$ cat src/rtl/mdio_master_param_if.sv
// ============================================================================
// Module  : mdio_master_param_if
// Brief   : Host and pad signal bundle for the MDIO management master.
// Revision: 1.0 - initial release
// ============================================================================
`default_nettype none

interface mdio_master_param_if;
  logic        mdio_start;
  logic [31:0] t_data;
  logic        mdio_in;
  logic        mdc;
  logic        mdio_out;
  logic        mdio_oe;
  logic [15:0] rd_data;
  logic        data_rdy;
  logic        busy;
  logic        ta_err;

  modport master (
    input  mdio_start, t_data, mdio_in,
    output mdc, mdio_out, mdio_oe, rd_data, data_rdy, busy, ta_err
  );

  modport slave (
    output mdio_start, t_data, mdio_in,
    input  mdc, mdio_out, mdio_oe, rd_data, data_rdy, busy, ta_err
  );
endinterface

`default_nettype wire

$ cat src/rtl/mdio_master_param.sv
// ============================================================================
// Module  : mdio_master_param
// Brief   : MDIO master with MDC divider, optional preamble, C22/C45 frames.
// Revision: 1.0 - initial release
// ============================================================================
`default_nettype none

module mdio_master_param #(
  parameter int MDC_DIV = 2,
  parameter int PRE_LEN = 32
) (
  input  wire logic             clk,
  input  wire logic             rst_n,
  mdio_master_param_if.master   bus
);

  localparam int c_div_w = (MDC_DIV > 1) ? $clog2(MDC_DIV) : 1;
  localparam int c_pre_w = (PRE_LEN > 1) ? $clog2(PRE_LEN) : 1;
  localparam logic [c_div_w-1:0] c_div_last = c_div_w'(MDC_DIV - 1);
  localparam logic [c_pre_w-1:0] c_pre_last = c_pre_w'((PRE_LEN > 0) ? PRE_LEN - 1 : 0);

  typedef enum logic [1:0] {
    S_IDLE     = 2'd0,
    S_PREAMBLE = 2'd1,
    S_FRAME    = 2'd2
  } state_t;

  state_t               r_state;
  logic [c_div_w-1:0]   r_div_cnt;
  logic                 r_high;
  logic [c_pre_w-1:0]   r_pre_cnt;
  logic [4:0]           r_bit_idx;
  logic [31:0]          r_frame;
  logic [15:0]          r_hold;
  logic                 r_mdc;
  logic                 r_mdio_out;
  logic                 r_mdio_oe;
  logic [15:0]          r_rd_data;
  logic                 r_data_rdy;
  logic                 r_busy;
  logic                 r_ta_err;

  logic                 w_read;
  logic                 w_half_end;

  assign w_read     = r_frame[29];
  assign w_half_end = (r_div_cnt == c_div_last);

  // Returns {oe, out}: read frames release the pad from the TA field onwards.
  function automatic logic [1:0] bit_drive(input logic [31:0] frame, input logic [4:0] idx);
    if (frame[29] && (idx <= 5'd17))
      return 2'b00;
    return {1'b1, frame[idx]};
  endfunction

  always_ff @(posedge clk or negedge rst_n) begin
    if (!rst_n) begin
      r_state    <= S_IDLE;
      r_div_cnt  <= '0;
      r_high     <= 1'b0;
      r_pre_cnt  <= '0;
      r_bit_idx  <= '0;
      r_frame    <= '0;
      r_hold     <= '0;
      r_mdc      <= 1'b0;
      r_mdio_out <= 1'b0;
      r_mdio_oe  <= 1'b0;
      r_rd_data  <= '0;
      r_data_rdy <= 1'b0;
      r_busy     <= 1'b0;
      r_ta_err   <= 1'b0;
    end else begin
      r_data_rdy <= 1'b0;
      case (r_state)
        S_IDLE: begin
          if (bus.mdio_start) begin
            r_frame   <= bus.t_data;
            r_busy    <= 1'b1;
            r_ta_err  <= 1'b0;
            r_div_cnt <= '0;
            r_high    <= 1'b0;
            r_mdc     <= 1'b0;
            r_pre_cnt <= '0;
            r_bit_idx <= 5'd31;
            if (PRE_LEN > 0) begin
              r_state                 <= S_PREAMBLE;
              {r_mdio_oe, r_mdio_out} <= 2'b11;
            end else begin
              r_state                 <= S_FRAME;
              {r_mdio_oe, r_mdio_out} <= bit_drive(bus.t_data, 5'd31);
            end
          end
        end

        S_PREAMBLE, S_FRAME: begin
          if (!w_half_end) begin
            r_div_cnt <= r_div_cnt + 1'b1;
          end else begin
            r_div_cnt <= '0;
            if (!r_high) begin
              // Rising MDC edge: the PHY's bit is captured here.
              r_high <= 1'b1;
              r_mdc  <= 1'b1;
              if ((r_state == S_FRAME) && w_read) begin
                if (r_bit_idx == 5'd16)
                  r_ta_err <= bus.mdio_in;
                if (r_bit_idx <= 5'd15)
                  r_hold <= {r_hold[14:0], bus.mdio_in};
              end
            end else begin
              r_high <= 1'b0;
              r_mdc  <= 1'b0;
              if (r_state == S_PREAMBLE) begin
                if (r_pre_cnt == c_pre_last) begin
                  r_state                 <= S_FRAME;
                  r_bit_idx               <= 5'd31;
                  {r_mdio_oe, r_mdio_out} <= bit_drive(r_frame, 5'd31);
                end else begin
                  r_pre_cnt <= r_pre_cnt + 1'b1;
                end
              end else if (r_bit_idx == 5'd0) begin
                r_state    <= S_IDLE;
                r_busy     <= 1'b0;
                r_mdio_oe  <= 1'b0;
                r_mdio_out <= 1'b0;
                if (w_read) begin
                  r_rd_data  <= r_hold;
                  r_data_rdy <= 1'b1;
                end
              end else begin
                r_bit_idx               <= r_bit_idx - 5'd1;
                {r_mdio_oe, r_mdio_out} <= bit_drive(r_frame, r_bit_idx - 5'd1);
              end
            end
          end
        end

        default: r_state <= S_IDLE;
      endcase
    end
  end

  assign bus.mdc      = r_mdc;
  assign bus.mdio_out = r_mdio_out;
  assign bus.mdio_oe  = r_mdio_oe;
  assign bus.rd_data  = r_rd_data;
  assign bus.data_rdy = r_data_rdy;
  assign bus.busy     = r_busy;
  assign bus.ta_err   = r_ta_err;

endmodule

`default_nettype wire

$ cat src/flat_wrapper.sv
// flat-port wrapper written by rule: the top's interface ports become plain ports
module mdio_master_param_flat 
#(
  parameter int MDC_DIV = 2,
  parameter int PRE_LEN = 32
)
  (clk, rst_n, bus_mdio_start, bus_t_data, bus_mdio_in, bus_mdc, bus_mdio_out, bus_mdio_oe, bus_rd_data, bus_data_rdy, bus_busy, bus_ta_err);
  mdio_master_param_if bus_i ();
  input  wire logic clk;
  input  wire logic rst_n;
  input wire logic [$bits(bus_i.mdio_start)-1:0] bus_mdio_start;
  input wire logic [$bits(bus_i.t_data)-1:0] bus_t_data;
  input wire logic [$bits(bus_i.mdio_in)-1:0] bus_mdio_in;
  output wire logic [$bits(bus_i.mdc)-1:0] bus_mdc;
  output wire logic [$bits(bus_i.mdio_out)-1:0] bus_mdio_out;
  output wire logic [$bits(bus_i.mdio_oe)-1:0] bus_mdio_oe;
  output wire logic [$bits(bus_i.rd_data)-1:0] bus_rd_data;
  output wire logic [$bits(bus_i.data_rdy)-1:0] bus_data_rdy;
  output wire logic [$bits(bus_i.busy)-1:0] bus_busy;
  output wire logic [$bits(bus_i.ta_err)-1:0] bus_ta_err;
  assign bus_i.mdio_start = bus_mdio_start;
  assign bus_i.t_data = bus_t_data;
  assign bus_i.mdio_in = bus_mdio_in;
  assign bus_mdc = bus_i.mdc;
  assign bus_mdio_out = bus_i.mdio_out;
  assign bus_mdio_oe = bus_i.mdio_oe;
  assign bus_rd_data = bus_i.rd_data;
  assign bus_data_rdy = bus_i.data_rdy;
  assign bus_busy = bus_i.busy;
  assign bus_ta_err = bus_i.ta_err;
  mdio_master_param #(.MDC_DIV(MDC_DIV), .PRE_LEN(PRE_LEN)) u_core (.clk(clk), .rst_n(rst_n), .bus(bus_i));
endmodule
$ cat config.mk
export PLATFORM = sky130hd
export DESIGN_NAME = mdio_master_param_flat
export DESIGN_NICKNAME = d
export VERILOG_FILES = /design/src/rtl/mdio_master_param_if.sv /design/src/rtl/mdio_master_param.sv /design/src/flat_wrapper.sv
export SDC_FILE = /design/constraint.sdc
export NUM_CORES = 1
export LEC_CHECK = 0
export CAP_MARGIN = 20
export CORE_MARGIN = 8
export CORE_UTILIZATION = 30
export DETAILED_ROUTE_END_ITERATION = 10
export GPL_TIMING_DRIVEN = 0
export RECOVER_POWER = 25
export SETUP_SLACK_MARGIN = 0.05
export SLEW_MARGIN = 20
export SYNTH_ARGS = -nofsm -noshare
export SYNTH_HDL_FRONTEND = slang
export SYNTH_SLANG_ARGS = --single-unit
$ cat constraint.sdc
create_clock -name clk -period 4.2 [get_ports clk]
set_input_delay 0.84 -clock clk [delete_from_list [all_inputs] [get_ports clk]]
set_output_delay 0.84 -clock clk [all_outputs]
set_load 0.02 [all_outputs]
==> metrics.csv <==
stage,metric,value,unit
outcome,status,"finished, final reports clean",
route,ant_nets,0,
synthesis,netlist_area,4010,sq um
critical_path,startpoint_type,flop,
synthesis,ys_top_cells_by_count,"dfrtp_1 (83), mux2_2 (55), nand2_1 (17), a21oi_1 (15)",
pwr,power_frac_comb,0.029,
die,die_area,17320,sq um
finish,layout-drive-gt1-share,0.2538,
finish,instances_no_fill,574,
synthesis,postSynthCellCount,324,
synthesis,synth_fp_nets,368,
synthesis,synth-edff-count,0,
sta,whs,491.4,ps
global_routing,antenna_found_initial,0,
sta,max_freq,315.4,MHz
critical_path,reg2reg_to,u_core.bus.mdio_out$_DFFE_PN0P_,
cts,clock_sinks,83,
pwr,max-vdd-ir-drop,0.0001999,V
synthesis,synth_most_common_cell,dfrtp_1,
route,vias_per_cell,4.819,
pwr,p_leak,2.320,nW
sta,final_hold_viol_count,0,
hold_path,hold_class,reg2reg,
sta,worst_pin_slew,1423,ps
placed_design,io_buffers,57,
synthesis,synth_area_leaders,"dfrtp_1 (52%), mux2_2 (15%), mux2_4 (3.7%)",
sta,setup_violations,0,
die,rows,42,
pwr,powerDensity,326.5,nW/um^2
placed_design,place_hpwl,6.330,mm
die,die_w,131.6,um
cts,cts-resized-gates,0,
sta,max_slew_margin,0.05132,
cts,path_clk_slew,60,ps
sta,finalCriticalPeriod,3170,ps
global_routing,grt_pass1_vias,2876,
hold_path,whs_endpoint,u_core.bus.mdio_oe$_DFFE_PN0P_,
synthesis,synth-main-ff-cell,dfrtp_1,
critical_path,reg2reg_from,u_core.r_bit_idx[0]$_DFFE_PN0P_,
sta,finalClockSkew,5.003,ps
die,core,13140,sq um
sta,period_share,0.7548,
global_routing,overflow,0,
cts,h-tree-depth,3,
route,first_pass_iters,4,
synthesis,ys_seq_elements,83,
pwr,intPower,1.311,mW
cts,cts.path.max_buffers,2,
die,die_h,131.6,um
sta,rsz0062_at_grt,false,
synthesis,synth_cell_types,48,
critical_path,worstPathMaxFanout,10,
finish,syn2layout_area_growth,27.43,%
synthesis,syn_area_per_cell,12.38,sq um
finish,fin_nets,437,
global_routing,grt_max_degree,58,
global_routing,grt_pass1_wl,14.56,mm
synthesis,ys_warn_count,0,
cts,numCtsBuffers,9,
placed_design,place_congestion,0.8424,
route,drt_iter0_markers,241,
finish,antenna_cells,0,
pwr,p_switching,0.3578,mW
sta,tns,0,ps
synthesis,ys_seq_area_frac,0.5179,
pwr,p_seq_frac,0.479,
route,drc_errors,0,
route,routed_wl,8.722,mm
hold_path,hold_path_depth,2,
placed_design,dp_slack,1054,ps
die,initial_core_util,0.3052,
critical_path,required,4450,ps
job,max_cap_viol_count,0,
route,vias,2766,
cts,cts_tree,yes,
pwr,clkPwrFrac,0.492,
sta,setup_ws,1030,ps
pwr,p_sw_frac,0.2145,
route,wl_per_cell,15.20,um
synthesis,yosys.area.top_type,dfrtp_1,
placed_design,placedCellCount,558,
cts,cts_hold_buffers,0,
critical_path,reg2reg_slack,1030,ps
critical_path,path_class,reg2reg,
cts,cts_root_buf,clkbuf_16,
global_routing,grt_usage,0.1040,
synthesis,synth.top_cell.area_share,0.5179,
cts,clk_latency,340,ps
critical_path,rr_worst_depth,10,
hold_path,hp-start,u_core.bus.mdio_oe$_DFFE_PN0P_,
die,pin_count,58,
synthesis,synthArstFlopShare,1.000,
cts,cts_setup_buffers,0,
sta,maxSlewViolCount,0,
critical_path,endpoint_kind,flop,
critical_path,cp_data_arrival_time,3420,ps
==> layer usage <==
metal	share of wire	GRT usage
met3	0.050	0.02973
met2	0.48	0.1664
met1	0.45	0.1263
met4	0.019	0.05041
met5	0	0
==> cell usage in the layout (no fill, tap or decap), drive strengths merged, types with 4 or more instances in the layout <==
cell and count:
dfrtp 83, mux2 65, clkdlybuf4s50 56, clkbuf 20
nand2 17, a21oi 15, inv 15, nor2 14
o21ai 14, nand3 12, mux2i 12, buf 9
ha 8, nor3 5, nand2b 4, mux4 4
==> sequential cells by signal, summed over array words and instances, names as in the netlist <==
signal               count
u_core.r_hold           16
u_core.r_high            1
u_core.r_state           2
u_core.r_bit_idx         5
u_core.bus.data_rdy      1
u_core.bus.mdio_out      1
u_core.r_frame          32
u_core.bus.ta_err        1
u_core.bus.rd_data      16
u_core.r_div_cnt         1
u_core.bus.busy          1
u_core.bus.mdio_oe       1
u_core.r_pre_cnt         5
==> worst max path at each step <==
stage	startpoint	endpoint	cells after the start
2_1_floorplan	u_core.r_bit_idx[0]$_DFFE_PN0P_	u_core.bus.rd_data[0]$_DFFE_PN0P_	9
3_3_place_gp	rst_n	u_core.r_frame[12]$_DFFE_PN0P_	1
3_5_place_dp	u_core.r_bit_idx[0]$_DFFE_PN0P_	u_core.bus.mdio_out$_DFFE_PN0P_	10
4_1_cts	u_core.r_bit_idx[0]$_DFFE_PN0P_	u_core.bus.mdio_out$_DFFE_PN0P_	10
5_1_grt	rst_n	u_core.r_frame[2]$_DFFE_PN0P_	2
6_report	u_core.r_bit_idx[0]$_DFFE_PN0P_	u_core.bus.mdio_out$_DFFE_PN0P_	10
==> cells by family after synthesis <==
family	share of synthesized area
flops	0.5179
mux	0.2443
simple gates	0.09579
compound gates	0.07769
buf+inv	0.03276
fa+ha+maj	0.02496
xor+xnor	0.006553
==> worst max-delay path, cell delays in order, from the launching register on <==
cell and delay (ps):
dfrtp_1 340, buf_2 250, clkbuf_1 380, inv_1 210, ha_1 260, buf_4 180
xor2_1 580, nor4_1 120, o21ai_0 260, a21bo_2 250, o31ai_1 230
==> power by group through the flow <==
stage | Combinational (mW) | Sequential (mW) | Clock, mW
after global routing | 0.0542 | 0.799 | 0.874
after CTS | 0.0545 | 0.799 | 0.848
after global placement | 0.0507 | 0.815 | 0
after detailed placement | 0.0544 | 0.814 | 0
final | 0.0489 | 0.799 | 0.820
after floorplan | 0.000387 | 0.814 | 0
==> through the flow <==
step                cell area (sq um)  total power [mW]  utilization
global route                     5110             1.727       0.3890
floorplan                        4010            0.8149            -
global placement                 4801            0.8652       0.3654
detailed placement               4826            0.8686       0.3673
finish                           5110             1.668       0.3890
CTS                              5136             1.701       0.3910
==> final cells by class <==
class                      count  area, sq um
buffer                        17        86.33
clock buffer                  10        239.0
clock inverter                 6        71.32
fill                        1307         8028
inverter                      12        45.04
multi-input combinational    212         1802
sequential                    83         2077
tap                          176        220.2
timing repair buffer          58        569.3
(Power assumes the default switching activity.)
==> variant (same flow settings) <==
`MDC_DIV` is set to 2 in 2 places; all go to 4.
--- a/src/rtl/mdio_master_param.sv
+++ b/src/rtl/mdio_master_param.sv
@@ -6,7 +6,7 @@
 `default_nettype none
 
 module mdio_master_param #(
-  parameter int MDC_DIV = 2,
+  parameter int MDC_DIV = 4,
   parameter int PRE_LEN = 32
 ) (
   input  wire logic             clk,
--- a/src/flat_wrapper.sv
+++ b/src/flat_wrapper.sv
@@ -1,7 +1,7 @@
 // flat-port wrapper written by rule: the top's interface ports become plain ports
 module mdio_master_param_flat 
 #(
-  parameter int MDC_DIV = 2,
+  parameter int MDC_DIV = 4,
   parameter int PRE_LEN = 32
 )
   (clk, rst_n, bus_mdio_start, bus_t_data, bus_mdio_in, bus_mdc, bus_mdio_out, bus_mdio_oe, bus_rd_data, bus_data_rdy, bus_busy, bus_ta_err);
Behaviour: not the same (a bounded check fails within 4 cycles, from zero or initial values and one cycle with rst_n low).
==> variant against the original RTL <==
  * The run now ends with max-capacitance violations, max-slew violations left
  * Area after synthesis down 0.90%
  * Sequential cell count up 1
  * Setup slack improved by 0.40 ns
  * Final area is essentially flat
  * First-iteration DRC count shrank 63%
  * Wire length shrank 3.7%
  * Worst hold slack got worse by 0.015 ns
  * Largest cell class unchanged
Power is not compared: it rests on default switching activity, and its combinational part moved more than twofold at a synthesized area within 25%.
==> variant: results (changes against the original RTL) <==
| Metric | Value |
|---|---|
| Max FFs per register | 32 (unchanged) |
| Fraction of final layout cells sized beyond drive strength 1 | 27.7% (was 25.4%) |
| M1 WL | 4000 um (was 3930 um) |
| Synth cell count leaders | dfrtp_1 (84), mux2_2 (66), nand2_1 (17) (was dfrtp_1 (83), mux2_2 (55), nand2_1 (17)) |
| PD cells | 620 nW/um2 |
| Failing checks | max-capacitance violations, max-slew violations |
| DR WL/cell | 15.2 um (about the same) |
| DR top layer | met4 (unchanged) |
| Met2 wire length | 3950 um (was 4190 um) |
| Int Pwr | 2.12 mW |
| Clk pwr share | 27.6% |
| R2r setup slk | 1.43 ns (was 1.03 ns) |
| Top cells by area, synth | dfrtp_1 (53%), mux2_2 (19%), mux4_2 (4.0%) (was dfrtp_1 (52%), mux2_2 (15%), mux2_4 (3.7%)) |
| Synth Flop Type | dfrtp_1 (unchanged) |
| Detailed placer's ending HPWL | 6270 um (was 6330 um) |
| Vias in the first global route | 2,802 (was 2,876) |
| # diodes | 0 (unchanged) |
| Compound-Gate Fraction of Synth Area | 6.52% (was 7.77%) |
| Max clock buf depth | 2 (unchanged) |
| Seq/Total Area, Yosys | 52.9% (was 51.8%) |
| Net Count, Synth | 347 (was 368) |
| Highest-delay cell along the critical path | dfrtp_1 (was xor2_1) |
| Max Slew Vio Count | 35 (was 0) |
| Post-synth cell types | 51 (was 48) |
| Largest net degree at the start of global routing | 51 (was 58) |
| Cells resized by post-CTS repair | 0 (unchanged) |
| Maxcap violations | 1 (was 0) |
| Post-Synth Adder-Cell Area | 3.09% (was 2.50%) |
| Overall routing resource usage | 10.7% (was 10.4%) |
| Placement Cell Area | 4790 um2 (was 4830 um2) |
| Clk pin slew, worst setup/hold paths | 0.07 ns |
| Max IR drop VDD | 0.000189 V |
| Fraction of synthesized area in multiplexers | 25.5% (was 24.4%) |
| Met3 Wirelength | 243 um (was 437 um) |
| Worst Tran Pin Value | 2.04 ns (was 1.42 ns) |
| I/O Buffers | 57 (unchanged) |
| Synth async-reset ratio | 100% (unchanged) |
| Fillers | 1,255 (was 1,307) |
| CP peak stage delay | 0.45 ns (was 0.58 ns) |
| Final #Nets | 416 (was 437) |
| Tmin final | 2.77 ns (was 3.17 ns) |
| Largest reg by FF count | u_core.r_frame (unchanged) |
| WP data arrival | 2.99 ns (was 3.42 ns) |
| Outcome | finished, violations left (was complete, no violations) |
| Number of vias per cell | 4.64 (was 4.82) |
| Worst path top cell family by delay | simple AND/OR/NAND/NOR gates (was buffers and inverters) |
| Htree depth | 3 (unchanged) |
| Global-route wire length before repair | 14,100 um (was 14,600 um) |
| Initial antenna violation count | 0 (unchanged) |
| Xor/xnor share of the synthesized area | 0.661% (was 0.655%) |
| GPL Wtd Cong | 0.773 (was 0.842) |
| TritonCTS Buffers | 9 (unchanged) |
| Post-CTS setup buffer count | 0 (unchanged) |
| Fin Clk Skew | 0.00901 ns (was 0.00500 ns) |
| Synth warn | 0 (unchanged) |
| Initial DRC count | 88 (was 241) |
==> variant: per-stage QoR <==
stage                     setup TNS, ns  util [%]  hold WS (ns)  std cells
after detailed placement              0      36.6         0.469        536
after global placement           -63.19      36.4         0.465        535
after global routing                  0      39.1         0.519        552
final                                 0      39.1         0.476        552
after CTS                             0      39.1         0.466        552
after floorplan                       0         -         0.441        302
==> variant: metal layers <==
layer	up-vias	track usage [%]
li1	1235	-
met1	1280	13.6
met2	35	16.7
met3	14	1.98
met4	0	6.08
met5	-	0
==> variant: layout make-up <==
type / count / area [um2] / share of cell area, %
Tap cell: 176 / 220 / 4.31
Inverter: 11 / 41.3 / 0.807
Sequential cell: 84 / 2100 / 41.1
Clock buffer: 9 / 225 / 4.40
Multi-Input combinational cell: 194 / 1750 / 34.3
Timing Repair Buffer: 58 / 592 / 11.6
Clock inverter: 7 / 104 / 2.03
Buffer: 13 / 77.6 / 1.52
==> variant: final timing paths <==
check                                                      from                                end  cells past startpoint
worst max-delay path            u_core.r_bit_idx[0]$_DFFE_PN0P_  u_core.bus.rd_data[1]$_DFFE_PN0P_                      8
min in group asynchronous                                 rst_n    u_core.r_pre_cnt[2]$_DFFE_PN0P_                      1
worst max register to register  u_core.r_bit_idx[0]$_DFFE_PN0P_  u_core.bus.rd_data[1]$_DFFE_PN0P_                      8
worst min register to register  u_core.r_pre_cnt[3]$_DFFE_PN0P_    u_core.r_pre_cnt[3]$_DFFE_PN0P_                      1
max in group asynchronous                                 rst_n     u_core.r_frame[27]$_DFFE_PN0P_                      1
worst min-delay path            u_core.r_pre_cnt[3]$_DFFE_PN0P_    u_core.r_pre_cnt[3]$_DFFE_PN0P_                      1
